File: config.mk
export PLATFORM = sky130hd
export DESIGN_NAME = wheel_speed_meter_flat
export DESIGN_NICKNAME = d
export VERILOG_FILES = /design/src/rtl/wheel_speed_meter_if.sv /design/src/rtl/wheel_speed_meter.sv /design/src/flat_wrapper.sv
export SDC_FILE = /design/constraint.sdc
export NUM_CORES = 1
export LEC_CHECK = 0
export ABC_CLOCK_PERIOD_IN_PS = 2510
export CAP_MARGIN = 20
export CORE_MARGIN = 2
export CORE_UTILIZATION = 52
export CTS_BUF_LIST = sky130_fd_sc_hd__clkbuf_8
export DETAILED_ROUTE_END_ITERATION = 7
export PLACE_DENSITY = 0.87
export SYNTH_ARGS = -nofsm -noshare
export SYNTH_HDL_FRONTEND = slang
export SYNTH_SLANG_ARGS = --single-unit
File: constraint.sdc
create_clock -name clock -period 2.51 [get_ports clock]
set_input_delay 0.6275 -clock clock [delete_from_list [all_inputs] [get_ports clock]]
set_output_delay 0.6275 -clock clock [all_outputs]
set_load 0.1 [all_outputs]
File: src/rtl/wheel_speed_meter_if.sv
// Bus bundle between the edge-pulse source / speed consumer and wheel_speed_meter.
// The master drives edge pulses and clear; the slave (the meter) returns the measurements.
interface wheel_speed_meter_if #(
  parameter int CNT_W  = 20,
  parameter int PCNT_W = 16
);
  logic              rising_edge;
  logic              falling_edge;
  logic              clear;
  logic [CNT_W-1:0]  period;
  logic [CNT_W-1:0]  high_time;
  logic              period_valid;
  logic              stalled;
  logic [PCNT_W-1:0] pulse_count;

  modport master (
    output rising_edge, falling_edge, clear,
    input  period, high_time, period_valid, stalled, pulse_count
  );

  modport slave (
    input  rising_edge, falling_edge, clear,
    output period, high_time, period_valid, stalled, pulse_count
  );
endinterface

File: src/rtl/wheel_speed_meter.sv
// Wheel-encoder period/duty meter with edge counting and stall timeout.
// Optional duty measurement (high_time) is enabled by defining WHEEL_SPEED_DUTY_EN.
module wheel_speed_meter #(
  parameter int CNT_W   = 20,
  parameter int TIMEOUT = 1000000,
  parameter int PCNT_W  = 16
) (
  input  logic             clock,
  input  logic             reset_n,
  wheel_speed_meter_if.slave bus
);

`ifdef WHEEL_SPEED_DUTY_EN
  typedef enum logic [1:0] {
    WAIT_FIRST = 2'd0,
    HIGH       = 2'd1,
    LOW        = 2'd2
  } state_e;
`else
  typedef enum logic [1:0] {
    WAIT_FIRST = 2'd0,
    RUN        = 2'd1
  } state_e;
`endif

  localparam logic [CNT_W-1:0]  CNT_ZERO  = {CNT_W{1'b0}};
  localparam logic [CNT_W-1:0]  CNT_ONE   = {{(CNT_W-1){1'b0}}, 1'b1};
  localparam logic [CNT_W-1:0]  TIMEOUT_C = CNT_W'(TIMEOUT);
  localparam logic [PCNT_W-1:0] PCNT_ZERO = {PCNT_W{1'b0}};
  localparam logic [PCNT_W-1:0] PCNT_ONE  = {{(PCNT_W-1){1'b0}}, 1'b1};

  state_e            state_q, state_d;
  logic [CNT_W-1:0]  cnt_q, cnt_d;
  logic [CNT_W-1:0]  period_q, period_d;
  logic              valid_q, valid_d;
  logic              stalled_q, stalled_d;
  logic [PCNT_W-1:0] pcnt_q, pcnt_d;
  logic              timeout_s;
  logic              rise_s;

  assign rise_s    = bus.rising_edge;
  assign timeout_s = (cnt_q == TIMEOUT_C);

`ifdef WHEEL_SPEED_DUTY_EN
  logic [CNT_W-1:0]  hi_lat_q, hi_lat_d;
  logic [CNT_W-1:0]  high_q, high_d;
  logic              fall_s;
  assign fall_s = bus.falling_edge;
`else
  logic              unused_fall_s;
  assign unused_fall_s = bus.falling_edge;
`endif

  // State register
  always_ff @(posedge clock or negedge reset_n) begin
    if (!reset_n) begin
      state_q <= WAIT_FIRST;
    end else begin
      state_q <= state_d;
    end
  end

  // Next-state logic; a rising edge always outranks timeout and falling edge
  always_comb begin
    state_d = state_q;
    if (bus.clear) begin
      state_d = WAIT_FIRST;
    end else begin
      case (state_q)
`ifdef WHEEL_SPEED_DUTY_EN
        WAIT_FIRST: if (rise_s) state_d = HIGH; else state_d = WAIT_FIRST;
        HIGH: begin
          if (rise_s)         state_d = HIGH;
          else if (timeout_s) state_d = WAIT_FIRST;
          else if (fall_s)    state_d = LOW;
          else                state_d = HIGH;
        end
        LOW: begin
          if (rise_s)         state_d = HIGH;
          else if (timeout_s) state_d = WAIT_FIRST;
          else                state_d = LOW;
        end
`else
        WAIT_FIRST: if (rise_s) state_d = RUN; else state_d = WAIT_FIRST;
        RUN: begin
          if (rise_s)         state_d = RUN;
          else if (timeout_s) state_d = WAIT_FIRST;
          else                state_d = RUN;
        end
`endif
        default: state_d = WAIT_FIRST;
      endcase
    end
  end

  // Datapath / output next values: arm, publish, timeout, or count
  always_comb begin
    cnt_d     = cnt_q;
    period_d  = period_q;
    valid_d   = 1'b0;
    stalled_d = stalled_q;
    pcnt_d    = pcnt_q;
`ifdef WHEEL_SPEED_DUTY_EN
    hi_lat_d  = hi_lat_q;
    high_d    = high_q;
`endif
    if (bus.clear) begin
      cnt_d     = CNT_ZERO;
      period_d  = CNT_ZERO;
      stalled_d = 1'b1;
      pcnt_d    = PCNT_ZERO;
`ifdef WHEEL_SPEED_DUTY_EN
      high_d    = CNT_ZERO;
`endif
    end else if (state_q == WAIT_FIRST) begin
      if (rise_s) begin
        cnt_d  = CNT_ONE;
        pcnt_d = pcnt_q + PCNT_ONE;
      end else begin
        cnt_d  = CNT_ZERO;
      end
    end else if (rise_s) begin
      cnt_d     = CNT_ONE;
      period_d  = cnt_q;
      valid_d   = 1'b1;
      stalled_d = 1'b0;
      pcnt_d    = pcnt_q + PCNT_ONE;
`ifdef WHEEL_SPEED_DUTY_EN
      // A rising edge seen while still HIGH means the falling edge was missed
      if (state_q == LOW) high_d = hi_lat_q; else high_d = CNT_ZERO;
`endif
    end else if (timeout_s) begin
      cnt_d     = CNT_ZERO;
      stalled_d = 1'b1;
    end else begin
      cnt_d = cnt_q + CNT_ONE;
`ifdef WHEEL_SPEED_DUTY_EN
      if (state_q == HIGH && fall_s) hi_lat_d = cnt_q; else hi_lat_d = hi_lat_q;
`endif
    end
  end

  // Datapath and output registers
  always_ff @(posedge clock or negedge reset_n) begin
    if (!reset_n) begin
      cnt_q     <= CNT_ZERO;
      period_q  <= CNT_ZERO;
      valid_q   <= 1'b0;
      stalled_q <= 1'b1;
      pcnt_q    <= PCNT_ZERO;
`ifdef WHEEL_SPEED_DUTY_EN
      hi_lat_q  <= CNT_ZERO;
      high_q    <= CNT_ZERO;
`endif
    end else begin
      cnt_q     <= cnt_d;
      period_q  <= period_d;
      valid_q   <= valid_d;
      stalled_q <= stalled_d;
      pcnt_q    <= pcnt_d;
`ifdef WHEEL_SPEED_DUTY_EN
      hi_lat_q  <= hi_lat_d;
      high_q    <= high_d;
`endif
    end
  end

  assign bus.period       = period_q;
  assign bus.period_valid = valid_q;
  assign bus.stalled      = stalled_q;
  assign bus.pulse_count  = pcnt_q;
`ifdef WHEEL_SPEED_DUTY_EN
  assign bus.high_time    = high_q;
`else
  assign bus.high_time    = CNT_ZERO;
`endif

endmodule

File: src/flat_wrapper.sv
// flat-port wrapper written by rule: the top's interface ports become plain ports
module wheel_speed_meter_flat 
#(
  parameter int CNT_W   = 20,
  parameter int TIMEOUT = 1000000,
  parameter int PCNT_W  = 16
)
  (clock, reset_n, bus_rising_edge, bus_falling_edge, bus_clear, bus_period, bus_high_time, bus_period_valid, bus_stalled, bus_pulse_count);
  wheel_speed_meter_if #(.CNT_W(CNT_W), .PCNT_W(PCNT_W)) bus_i ();
  input  logic clock;
  input  logic reset_n;
  input wire logic [$bits(bus_i.rising_edge)-1:0] bus_rising_edge;
  input wire logic [$bits(bus_i.falling_edge)-1:0] bus_falling_edge;
  input wire logic [$bits(bus_i.clear)-1:0] bus_clear;
  output wire logic [$bits(bus_i.period)-1:0] bus_period;
  output wire logic [$bits(bus_i.high_time)-1:0] bus_high_time;
  output wire logic [$bits(bus_i.period_valid)-1:0] bus_period_valid;
  output wire logic [$bits(bus_i.stalled)-1:0] bus_stalled;
  output wire logic [$bits(bus_i.pulse_count)-1:0] bus_pulse_count;
  assign bus_i.rising_edge = bus_rising_edge;
  assign bus_i.falling_edge = bus_falling_edge;
  assign bus_i.clear = bus_clear;
  assign bus_period = bus_i.period;
  assign bus_high_time = bus_i.high_time;
  assign bus_period_valid = bus_i.period_valid;
  assign bus_stalled = bus_i.stalled;
  assign bus_pulse_count = bus_i.pulse_count;
  wheel_speed_meter #(.CNT_W(CNT_W), .TIMEOUT(TIMEOUT), .PCNT_W(PCNT_W)) u_core (.clock(clock), .reset_n(reset_n), .bus(bus_i));
endmodule
==> impl_metrics.toml <==
[global_route]
grt_pass1_vias = 2106
grt_start_max_net_pins = 33
grtUsageTotal = 0.1969
grt-ovfl-total = 0
grt_pass1_wl_mm = 9.384
antenna_found_initial = 0

[placement]
io_buffers = 41
pre_cts_slack_ns = 0.3365
place_congestion = 0.8909
hpwl_mm = 3.975
dp_cells = 381

[drt]
drtPass1Iterations = 4
wl_per_cell_um = 14.44
finalWirelength_mm = 5.733
route.detailed.drc = 0
drtAntennaViolNets = 0
viasPerCell = 5.481
dr.first_iter.drc_count = 104
num_vias = 2176

[setup_path]
cp.arrival_ns = 2.40
worst_setup_path_start_kind = "flop"
cp_slowest_stage_delay_ns = 0.53
crit_path_end_kind = "flop"
required_ns = 2.69
critPathKind = "reg -> reg"
critical_path.slowest_cell = "or4b_1"
cp_cell_sequence = "or4b_1 -> or3_4 -> o211ai_4 -> nor2_1"
path_max_fanout = 19

[die]
initial_core_util = 0.5296
die_h_um = 78.20
die_w_um = 78.20
die_area_mm2 = 0.006114
core-area_mm2 = 0.005405
fp-row-count = 27
ios = 63

[timing]
period_share = 0.8835
drv_slew = 0
fmax_mhz = 450.9
tns_ns = 0
rsz0062_at_grt = "false"
fin_ws_ns = 0.2924
fin_crit_ns = 2.218
final_hold_viol_count = 0
finClkSkew_ns = 0.009808
relSlewSlack = 0.5748
tightest_slew_ns = 0.6320
finalSetupViolCount = 0

[yosys]
synth_top_area_cell = "dfrtp_1"
synth_top_area_share = 0.5070
mappedNetlistArea_mm2 = 0.002863
syn_inst = 273
yosysMostFrequentCell = "dfrtp_1"
syn_avg_cell_area_um2 = 10.49
ys_types = 42
yosysWarnings = 0
synth_seq_cells = 59
synth-main-ff-cell = "dfrtp_1"
synth_seq_area_share = 0.5162
synth_commonest_cells = "dfrtp_1 (58), nor2_1 (31), buf_4 (21)"
synth_edf_count = 0
synth_area_leaders = "dfrtp_1 (51%), a22o_1 (5.8%), xnor2_1 (5.8%)"
synthArstFlopShare = 1.000

[cells_and_area]
diodes = 0
instances_no_fill = 397
finalCoreUtilization = 0.6197
fill_cells = 437
final_nets = 328
multi_input_area_mm2 = 0.001192
ff_latch_area_mm2 = 0.001478
area_growth_pct = 17.00
drive_gt1_frac = 0.2123

[cts]
cts_sinks = 59
ctsLongestPathBuffers = 2
path_clk_slew_ns = 0.07
cts_hold_buf = 0
cts.htree.levels = 3
cts_setup_buffers = 0
numCtsBuffers = 9
cts-root-buf = "clkbuf_8"
cts_tree = "built"
clk_latency_ns = 0.34
cts.repair.resized = 0

[power_and_ir_drop]
pwr_density_cell_mw_per_mm2 = 595.6
leakagePower_uw = 0.001519
vdd_drop_max_mv = 0.3773

[status]
outcome = "finished, final reports clean"

[run]
maxCapViolCount = 0

[worst_hold_path]
hp-class = "in -> async"
per-layer routing:
metal,track usage,part of all wire
met2,0.3224,0.50
met1,0.2407,0.42
met3,0.04368,0.055
met5,0,0
met4,0.1123,0.024
cells in the final DEF, fill, tap and decap left out, types with 2 or more instances in the layout:
cell and n:
nor4_1 7, nand4_1 14, nand3_1 12, clkdlybuf4s50_1 2
nor2_1 31, inv_1 14, buf_4 44, dfrtp_1 58
clkbuf_8 11, and4_1 3, nor2b_1 2, o21ai_0 6
xor2_1 8, or3_1 4, nand2_1 11, xnor2_1 19
nor2_2 3, a22o_1 19, a21oi_1 6, ha_1 3
nor3_1 7, conb_1 20, clkinv_2 2
cell type report:
class                   instances  share of cell area
flip-flops and latches         59              0.4412
multi-input cells             191              0.3560
clock inverters                 5            0.006350
clock buffers                  11             0.04520
inverters                      11             0.01233
well taps                      72             0.02690
repair buffers                 48              0.1121
sequential cells by signal, indices dropped and copies added, names as in the netlist:
| register | count |
|---|---|
| u_core.state_q | 1 |
| u_core.bus.stalled | 1 |
| u_core.bus.pulse_count | 16 |
| u_core.cnt_q | 20 |
| u_core.bus.period_valid | 1 |
| u_core.bus.period | 20 |
metrics by stage:
step | hold slack, ns | power [µW] | instance area, µm²
2_1_floorplan | 0.3319 | 1229 | 2934
3_3_place_gp | 0.4886 | 1254 | 3177
3_5_place_dp | 0.4823 | 1257 | 3177
4_1_cts | 0.3109 | 2011 | 3349
5_1_grt | 0.3655 | 2063 | 3349
6_report | 0.3079 | 1995 | 3349
path summary, 6_finish.rpt:
kind / startpoint / to / slack, ns / cells past startpoint
max: u_core.cnt_q[15] / u_core.cnt_q[3] / 0.29 / 4
min: reset_n / u_core.bus.pulse_count[7] / 0.31 / 1
max in group asynchronous: reset_n / u_core.bus.stalled / 1.55 / 2
min reg2reg: u_core.bus.period[7] / u_core.bus.period[7] / 0.51 / 1
min in group clock: u_core.bus.period[7] / u_core.bus.period[7] / 0.51 / 1
max reg2reg: u_core.cnt_q[15] / u_core.cnt_q[3] / 0.29 / 4
cells by family after synthesis:
| group | Yosys count | share of synthesized area |
|---|---|---|
| and+or+nand+nor | 103 | 0.1888 |
| buffers and inverters | 42 | 0.09222 |
| AOI/OAI and AO/OA | 36 | 0.09834 |
| adders and majority gates | 3 | 0.01311 |
| xor gates and xnor gates | 27 | 0.08261 |
| muxes | 2 | 0.007430 |
| other | 1 | 0.001310 |
| DFF | 59 | 0.5162 |
critical path, delay by kind of cell, from the launching register on:
family          cells  cell delay [ns]
simple gates        3             1.10
compound gates      1             0.53
flops               1             0.43
power breakdown:
group / internal [µW] / total, µW / leakage [µW] / switching, µW
Clock: 398 / 756 / 0.000103 / 358
Combinational: 32.6 / 266 / 0.000600 / 233
Sequential: 961 / 974 / 0.000816 / 12.6
Power figures use the tool's default switching activity.
